### config.mk
export PLATFORM = sky130hd
export DESIGN_NAME = dft_butterfly_sequencer
export DESIGN_NICKNAME = d
export VERILOG_FILES = /design/src/rtl/dft_butterfly_sequencer.sv
export SDC_FILE = /design/constraint.sdc
export NUM_CORES = 1
export LEC_CHECK = 0
export ABC_AREA = 1
export CAP_MARGIN = 40
export CORE_MARGIN = 5
export CORE_UTILIZATION = 48
export DETAILED_ROUTE_END_ITERATION = 12
export PLACE_DENSITY = 0.76
export SYNTH_ARGS = -nofsm -noshare
export SYNTH_HDL_FRONTEND = slang
export SYNTH_SLANG_ARGS = --single-unit
### constraint.sdc
create_clock -name i_CLK -period 2.75 [get_ports i_CLK]
set_input_delay 0.55 -clock i_CLK [delete_from_list [all_inputs] [get_ports i_CLK]]
set_output_delay 0.55 -clock i_CLK [all_outputs]
set_load 0.005 [all_outputs]
### src/rtl/dft_butterfly_sequencer.sv
// Address/strobe sequencer for an in-place radix-2 DIT DFT over a dual-port sample RAM.
// Issues one butterfly per cycle, delays the write-back addresses by the butterfly latency, drains between stages.
module dft_butterfly_sequencer #(
  parameter int WORD_SZ  = 8,
  parameter int N_POINTS = 8,
  parameter int LOG2N    = 3,
  parameter int BF_LAT   = 1
) (
  input  logic             i_CLK,
  input  logic             i_RESET,
  input  logic             i_start,
  output logic             o_busy,
  output logic             o_done,
  output logic [3:0]       o_stage,
  output logic             o_rd_en,
  output logic [LOG2N-1:0] o_rd_addr_a,
  output logic [LOG2N-1:0] o_rd_addr_b,
  output logic [LOG2N-2:0] o_tw_idx,
  output logic             o_wr_en,
  output logic [LOG2N-1:0] o_wr_addr_a,
  output logic [LOG2N-1:0] o_wr_addr_b
);
  localparam int D  = 1 + BF_LAT;
  localparam int KW = LOG2N - 1;
  localparam logic [KW-1:0] K_LAST = KW'(N_POINTS / 2 - 1);
  localparam logic [2:0]    D_LAST = 3'(D - 1);
  localparam logic [3:0]    S_LAST = 4'(LOG2N - 1);

  if (N_POINTS != (1 << LOG2N) || WORD_SZ < 2 || BF_LAT > 4) begin : g_bad_param
    $error("dft_butterfly_sequencer: inconsistent parameters");
  end

  typedef enum logic [1:0] {IDLE, READ, DRAIN, DONE} state_t;

  typedef struct packed {
    logic             vld;
    logic [LOG2N-1:0] a;
    logic [LOG2N-1:0] b;
  } wr_req_t;

  function automatic logic [LOG2N-1:0] half_of(input logic [3:0] s);
    return LOG2N'(1) << s;
  endfunction

  function automatic logic [LOG2N-1:0] pos_of(input logic [3:0] s, input logic [KW-1:0] k);
    return LOG2N'(k) & (half_of(s) - LOG2N'(1));
  endfunction

  // grp*2*half + pos, with grp = k >> stage
  function automatic logic [LOG2N-1:0] addr_a_of(input logic [3:0] s, input logic [KW-1:0] k);
    return ((LOG2N'(k) >> s) << (s + 4'd1)) | pos_of(s, k);
  endfunction

  function automatic logic [KW-1:0] tw_of(input logic [3:0] s, input logic [KW-1:0] k);
    logic [LOG2N-1:0] t;
    t = pos_of(s, k) << (S_LAST - s);
    return t[KW-1:0];
  endfunction

  state_t           state;
  logic [KW-1:0]    k;
  logic [2:0]       dcnt;
  logic [3:0]       nx_stage;
  logic [KW-1:0]    nx_k;
  logic [LOG2N-1:0] nx_addr_a;
  logic [LOG2N-1:0] nx_addr_b;
  wr_req_t          wr_pipe [D];

  // Butterfly that would be issued at the next edge if the FSM issues one.
  always_comb begin
    nx_stage = o_stage;
    nx_k     = k + 1'b1;
    if (state == IDLE) begin
      nx_stage = '0;
      nx_k     = '0;
    end else if (state == DRAIN) begin
      nx_stage = o_stage + 4'd1;
      nx_k     = '0;
    end
    nx_addr_a = addr_a_of(nx_stage, nx_k);
    nx_addr_b = nx_addr_a + half_of(nx_stage);
  end

  always_ff @(posedge i_CLK or negedge i_RESET) begin
    if (!i_RESET) begin
      state       <= IDLE;
      k           <= '0;
      dcnt        <= '0;
      o_busy      <= 1'b0;
      o_done      <= 1'b0;
      o_stage     <= '0;
      o_rd_en     <= 1'b0;
      o_rd_addr_a <= '0;
      o_rd_addr_b <= '0;
      o_tw_idx    <= '0;
    end else begin
      o_done <= 1'b0;
      if (o_rd_en) o_tw_idx <= tw_of(o_stage, k);
      case (state)
        IDLE: if (i_start) begin
          state       <= READ;
          o_busy      <= 1'b1;
          o_rd_en     <= 1'b1;
          o_stage     <= nx_stage;
          k           <= nx_k;
          o_rd_addr_a <= nx_addr_a;
          o_rd_addr_b <= nx_addr_b;
        end
        READ: if (k == K_LAST) begin
          state   <= DRAIN;
          o_rd_en <= 1'b0;
          dcnt    <= '0;
        end else begin
          k           <= nx_k;
          o_rd_addr_a <= nx_addr_a;
          o_rd_addr_b <= nx_addr_b;
        end
        DRAIN: if (dcnt != D_LAST) begin
          dcnt <= dcnt + 3'd1;
        end else if (o_stage == S_LAST) begin
          state  <= DONE;
          o_busy <= 1'b0;
          o_done <= 1'b1;
        end else begin
          state       <= READ;
          o_rd_en     <= 1'b1;
          o_stage     <= nx_stage;
          k           <= nx_k;
          o_rd_addr_a <= nx_addr_a;
          o_rd_addr_b <= nx_addr_b;
        end
        default: state <= IDLE;
      endcase
    end
  end

  // Write-back delay line runs regardless of FSM state so stage tails land during DRAIN.
  always_ff @(posedge i_CLK or negedge i_RESET) begin
    if (!i_RESET) begin
      for (int i = 0; i < D; i++) wr_pipe[i] <= '0;
    end else begin
      wr_pipe[0] <= '{vld: o_rd_en, a: o_rd_addr_a, b: o_rd_addr_b};
      for (int i = 1; i < D; i++) wr_pipe[i] <= wr_pipe[i-1];
    end
  end

  assign o_wr_en     = wr_pipe[D-1].vld;
  assign o_wr_addr_a = wr_pipe[D-1].a;
  assign o_wr_addr_b = wr_pipe[D-1].b;

endmodule

Word level (Yosys, flattened, before mapping)
Index checks and enable logic that the tools add are counted.
W data, S select, Z words.
{"block": "totals", "register_bits": 36, "latchBits": 0, "ram_bits": 0, "mem_bits_ro": 0, "input_bits": 3, "output_inout_bits": 22, "wordCells": 96, "mem_count": 0}
{"block": "op_classes", "add_sub_neg": 8, "multipliers": 0, "div_mod_pow": 0, "magnitude_cmp": 0, "eq_ne": 12, "shifts": 5, "mux": 42, "bitwise": 3, "n_reduce_logical": 10}
{"op": "$mux W3", "n": 10}
{"op": "$mux W2", "n": 10}
{"op": "$mux W4", "n": 5}
{"op": "$pmux W3 S3", "n": 2}
{"op": "$pmux W2 S3", "n": 2}
{"op": "$ne A2 B2 Y1 const B", "n": 5}
{"op": "$reduce_and A5 Y1", "n": 2}
{"op": "$mux W1", "n": 9}
{"op": "$add A4 B1 Y4 const B", "n": 2}
{"op": "$pmux W4 S2", "n": 1}
{"op": "$reduce_and A4 Y1", "n": 2}
{"op": "$shl A1 B4 Y3 const A", "n": 2}
{"op": "$and A2 B3 Y3", "n": 2}
{"op": "$pmux W3 S2", "n": 1}
{"op": "$reduce_and A3 Y1", "n": 2}
{"op": "$sub A3 B1 Y3 const B", "n": 2}
{"op": "$eq A2 B2 Y1 const B", "n": 2}
{"op": "$eq A4 B2 Y1 const B", "n": 1}
{"op": "$ne A2 B1 Y1 const B", "n": 2}
{"op": "$reduce_bool A2 Y1", "n": 2}
{"op": "$shl A3 B4 Y2", "n": 1}
{"op": "$shl A3 B4 Y3", "n": 1}
{"op": "$shr A2 B4 Y3", "n": 1}
{"op": "$sub A2 B4 Y4 const A", "n": 1}
{"op": "other kinds (10)", "n": 10}

Longest topological paths before layout
{"block": "logic_depth", "depth_word": 11, "ltp_mapped": 21, "mapped_depth_nobuf": 21}

Worst setup path after synthesis
No wires, ideal clock.
{"block": "synth_timing", "kind": "register to register", "startpoint": "reg o_stage[0]", "endpoint": "reg o_rd_addr_b[2]", "setup_time_ns": 0.065, "arrival_ns": 2.525, "required_ns": 2.685, "path_slack_ns": 0.160, "path_stages_with_launch": 21, "n_path_buf": 0, "period_less_slack_ns": 2.590, "path_cell_list": "dfrtp_1 -> inv_2 -> ha_1 -> inv_1 -> nand3_1 -> nand2_1 -> ha_1 -> nand3_1 -> nand2_2 -> nor2_4 -> nand3_1 -> o21ai_2 -> ha_1 -> fa_1 -> inv_1 -> nand4_1 -> nand2_1 -> inv_1 -> nand3_1 -> nand3_1 -> nand2_1"}
{"block": "synth_via", "elab_chain_len": 11, "elab_cells_between_ends": 19, "classes_between": "4 x add/sub; 2 x eq/ne; 3 x shift; 7 x mux; 2 x bitwise; 1 x reduce/logical"}
{"item": "start, declared", "line_no": "14", "source": "output logic [3:0] o_stage,"}
{"item": "start signal, assigned", "line_no": "104", "source": "o_stage <= nx_stage;"}
{"item": "start signal, assigned", "line_no": "127", "source": "o_stage <= nx_stage;"}
{"item": "$add A4 B1 Y4 (*)", "line_no": "77", "source": "nx_stage = o_stage + 4'd1;"}
{"item": "$mux W4 (*)", "line_no": "76", "source": "end else if (state == DRAIN) begin"}
{"item": "$mux W4 (*)", "line_no": "73", "source": "if (state == IDLE) begin"}
{"item": "via nx_stage[1]", "line_no": "63", "source": "logic [3:0] nx_stage;"}
{"item": "branches (longest 3 deep; another with $add A4 B1 Y4)"}
{"item": "$or A3 B3 Y3 (*)", "line_no": "51", "source": "return ((LOG2N'(k) >> s) << (s + 4'd1)) | pos_of(s, k);"}
{"item": "via nx_addr_a[0]", "line_no": "65", "source": "logic [LOG2N-1:0] nx_addr_a;"}
{"item": "$add A3 B3 Y3 (*)", "line_no": "81", "source": "nx_addr_b = nx_addr_a + half_of(nx_stage);"}
{"item": "$mux W3", "line_no": "120", "source": "end else if (o_stage == S_LAST) begin"}
{"item": "$mux W3", "line_no": "118", "source": "DRAIN: if (dcnt != D_LAST) begin"}
{"item": "$pmux W3 S3 (*)", "line_no": "99", "source": "case (state)"}
{"item": "end signal, assigned", "line_no": "107", "source": "o_rd_addr_b <= nx_addr_b;"}
{"item": "end signal, assigned", "line_no": "116", "source": "o_rd_addr_b <= nx_addr_b;"}
{"item": "end signal, assigned", "line_no": "130", "source": "o_rd_addr_b <= nx_addr_b;"}
{"item": "end, declared", "line_no": "17", "source": "output logic [LOG2N-1:0] o_rd_addr_b,"}
Mark *: on every way through the listed nets, which the timed path passes. The select of a mux whose other input is x is not followed.
A chain may end at the register's enable or synchronous reset.

Worst setup path in the final report
{"block": "layout_timing", "startpoint": "reg o_stage[0]", "endpoint": "reg o_rd_addr_b[2]"}
{"block": "layout_via", "elab_chain_len": 11, "elab_cells_between_ends": 19, "classes_between": "4 x add/sub; 2 x eq/ne; 3 x shift; 7 x mux; 2 x bitwise; 1 x reduce/logical"}
{"item": "$add A4 B1 Y4", "line_no": "77"}
{"item": "$mux W4 (*)", "line_no": "76"}
{"item": "$mux W4 (*)", "line_no": "73"}
{"item": "branches (longest 3 deep; another with $add A4 B1 Y4)"}
{"item": "$or A3 B3 Y3 (*)", "line_no": "51"}
{"item": "via nx_addr_a[0]", "line_no": "65"}
{"item": "$add A3 B3 Y3 (*)", "line_no": "81"}
{"item": "$mux W3", "line_no": "120"}
{"item": "$mux W3", "line_no": "118"}
{"item": "$pmux W3 S3 (*)", "line_no": "99"}
Marks and branches as above.

==> impl_results.md <==
- Antenna violations before repair: 0
- Avg Cell Area, Syn: just under 9 um2
- Clk slew on worst S/H paths: around 0.070 ns
- Ant. Diodes: 0
- Clock Tree Root: clkbuf_8
- Synthesis-to-layout area growth: 26.01%
- CP required: ~3 ns
- Mapped Nets: about 210
- CTS Buf Count: 5
- Synth unique cells: 29
- Non-Filler Instances: about 290
- Max-slew headroom: approximately 66%
- Reg2reg start: o_stage[0]$_DFFE_PN0P_
- Endpoints failing setup: 0
- 1st-iter DRT viols: between 50 and 60
- Via density: a little under 5
- VDD IR max: 211.4 uV
- Critical path arrival: 2.85 ns
- Cell Area, Synth: ~1800 um2
- Post-Synthesis Cells: 202
- Initial Utilization: 49.28%
- Critical Path Source: o_stage[0]$_DFFE_PN0P_
- Vias: about 1.4k
- Final Cycle Share: 95.36%
- R2r setup slk: 0.13 ns
- Setup crit end kind: flip-flop
- Post-synth top area share: between 40% and 50%
- Share of cells above drive strength 1: 21.94%
- Total power divided by cell area: 407.5 nW/um2
- DRC: 0
- Status: finished, final reports clean
- WL per Instance: ~12 um
- Max-cap viol count: 0
- Worst r2r path cells: 17
- Max clock buf depth: 2
- HP Class: reg -> reg
- RePlAce Congestion: 0.8335
- CTS tree: done
- Synth top area cells: dfrtp_1 (50%), nand2_1 (12%), ha_1 (4.9%)
- Hold Violations, Final: 0
- Inst Count DP: approximately 270
- LEAKAGE: approximately 1.1 nW
- Slew Limit Fails: 0
- Register area share after synthesis: between 40 and 50%
- IO Pins: 25
- Routed WL: around 3500 um
- Clock latency on the worst-skew pair: between 0.2 and 0.3 ns
- Post-detail-place hpwl: about 2500 um
- # clock sinks: 36
- Die area: between 5000 and 6000 um2
- Number of global-route vias before repair: around 1.4k
- Final core occ: 62.10%
- Row cnt: 22
- CP Max Fanout: 6
- Largest net degree at the start of global routing: 37
- Overflow after GRT: 0
- DRT Pass-1 Iters: 4
- Core region area: roughly 3700 um2
- Max Fclk: approximately 380 MHz
- # nets final: around 250
- Clk_skew: ~0.0060 ns
- First-pass GRT wire length: between 5000 and 6000 um
- Reg-to-reg endpoint: o_rd_addr_b[2]$_DFFE_PN0P_
- H-tree Lvls: 2
- Crit path kind: reg -> reg
- Synth warn: 0
- Cell taking the most area after synthesis: dfrtp_1
- # hold bufs at CTS: 0
- Routed Antenna Nets: 0
- Crit path time final: 2.622 ns
- Die Width: 71.31 um
- Worst setup path end: o_rd_addr_b[2]$_DFFE_PN0P_
- Buffers on Ports: 24
- Number of synthesized register bits: 36
- Worst-margin pin slew: 0.5044 ns
- Die height: between 70 and 80 um
- Tot GR Track Use: between 10% and 20%
- Crit start category: flip-flop
[critical path, cell delays in order (launching register included)]
cell,delay (ns)
dfrtp_1,0.39
buf_4,0.16
ha_1,0.20
nand2_1,0.08
nand2_2,0.09
a21boi_4,0.22
nand3_2,0.13
nor2_2,0.19
o21ai_2,0.10
ha_2,0.18
fa_2,0.33
inv_1,0.06
nand4_1,0.09
nand2_1,0.09
inv_1,0.04
nand3_1,0.07
nand3_1,0.07
nand2_1,0.06
[registers in the layout, indices dropped and copies added (netlist names), 2 cells and up]
| name | cells |
|---|---|
| dcnt | 3 |
| k | 2 |
| o_rd_addr_a | 3 |
| o_rd_addr_b | 3 |
| o_stage | 4 |
| o_tw_idx | 2 |
| o_wr_addr_a | 3 |
| o_wr_addr_b | 3 |
| state | 2 |
| wr_pipe | 7 |
[placed cells by master (no fill, tap or decap), types with 2 or more instances in the layout]
cell type        synthesis  final
nand2_1                 56     53
dfrtp_1                 36     35
clkdlybuf4s50_1          0     24
inv_1                   23     22
nand3_1                 14     12
nor2_1                  11     11
o21ai_0                 10     10
nand2_2                  5      8
buf_4                    6      8
clkbuf_8                 0      6
nand3_2                  3      5
inv_2                    3      4
ha_1                     7      4
nor2_2                   3      3
nor2_4                   3      3
a21oi_1                  3      3
inv_4                    2      2
o21ai_2                  2      2
nor3_1                   2      2
o211ai_1                 2      2
ha_4                     0      2
[metal layers]
layer	track usage (%)	up-vias	routed length, um
met5	0	-	0
li1	-	704	-
met1	19.01	656	1645
met2	23.57	23	1688
met4	6.889	0	87
met3	2.665	9	111
[per-stage QoR]
step | cell area (um2) | setup WS (ns) | setup TNS, ns | power, mW | hold WS (ns)
floorplan | 1804 | 0.1597 | 0 | 0.5395 | 0.2544
global placement | 2090 | 0.1700 | 0 | 0.5537 | 0.3323
detailed placement | 2090 | 0.09520 | 0 | 0.5540 | 0.3355
CTS | 2183 | 0.06569 | 0 | 0.9343 | 0.3515
global route | 2273 | -0.05885 | -0.05885 | 0.9583 | 0.3639
finish | 2273 | 0.1276 | 0 | 0.9263 | 0.3495
[timing repair]
action | 4_1_cts | 5_1_grt
buffers inserted | 0 | 5
gates resized for setup | 0 | 13
setup endpoints to repair | 0 | 1
[cells in the mapped netlist (all sizes together)]
master and instances:
nand2 62, dfrtp 36, inv 28, nand3 18
nor2 17, o21ai 12, ha 7, buf 6
a21oi 3, nor3 2, o211ai 2, a21boi 1
a31oi 1, a32o 1, clkinv 1, fa 1
nand4 1, nor4 1, or2 1, xor2 1
[cell type report]
type,instances,area (um2)
Clock buffer,7,86.33
Tap cell,48,60.06
Timing Repair Buffer,33,311.5
Fill cell,309,1388
Multi-Input combinational cell,131,792.0
Clock inverter,1,7.507
Inverter,29,113.9
Sequential cell,36,902.1
[cells by family after synthesis]
kind of cell             after synthesis  share of synthesized area [%]
AND/OR/NAND/NOR                      102                          27.46
flip-flops                            36                          49.93
buffers and inverters                 35                          8.807
AO/OA/AOI/OAI                         20                          7.351
adder cells (fa/ha/maj)                8                          5.964
XOR/XNOR                               1                         0.4855
[how the worst min path moves through the flow]
stage                     cells past startpoint  slack, ns                       end                  start
after floorplan                               0       0.25       dcnt[0]$_DFFE_PN0P_                i_RESET
after global placement                        0       0.33  o_wr_addr_b[0]$_DFF_PN0_   wr_pipe[7]$_DFF_PN0_
after detailed placement                      0       0.34  o_wr_addr_a[1]$_DFF_PN0_  wr_pipe[11]$_DFF_PN0_
after CTS                                     0       0.35  o_wr_addr_a[2]$_DFF_PN0_  wr_pipe[12]$_DFF_PN0_
after global routing                          0       0.36  o_wr_addr_b[0]$_DFF_PN0_   wr_pipe[7]$_DFF_PN0_
final                                         0       0.35  o_wr_addr_b[0]$_DFF_PN0_   wr_pipe[7]$_DFF_PN0_
[report_power, final]
| part | internal (mW) | total [mW] | switching (mW) | leakage [nW] |
|---|---|---|---|---|
| clock | 0.203 | 0.383 | 0.180 | 0.0445 |
| sequential | 0.529 | 0.529 | 0 | 0.437 |
| combinational | 0.00341 | 0.0135 | 0.0101 | 0.643 |
(Power assumes the default switching activity.)
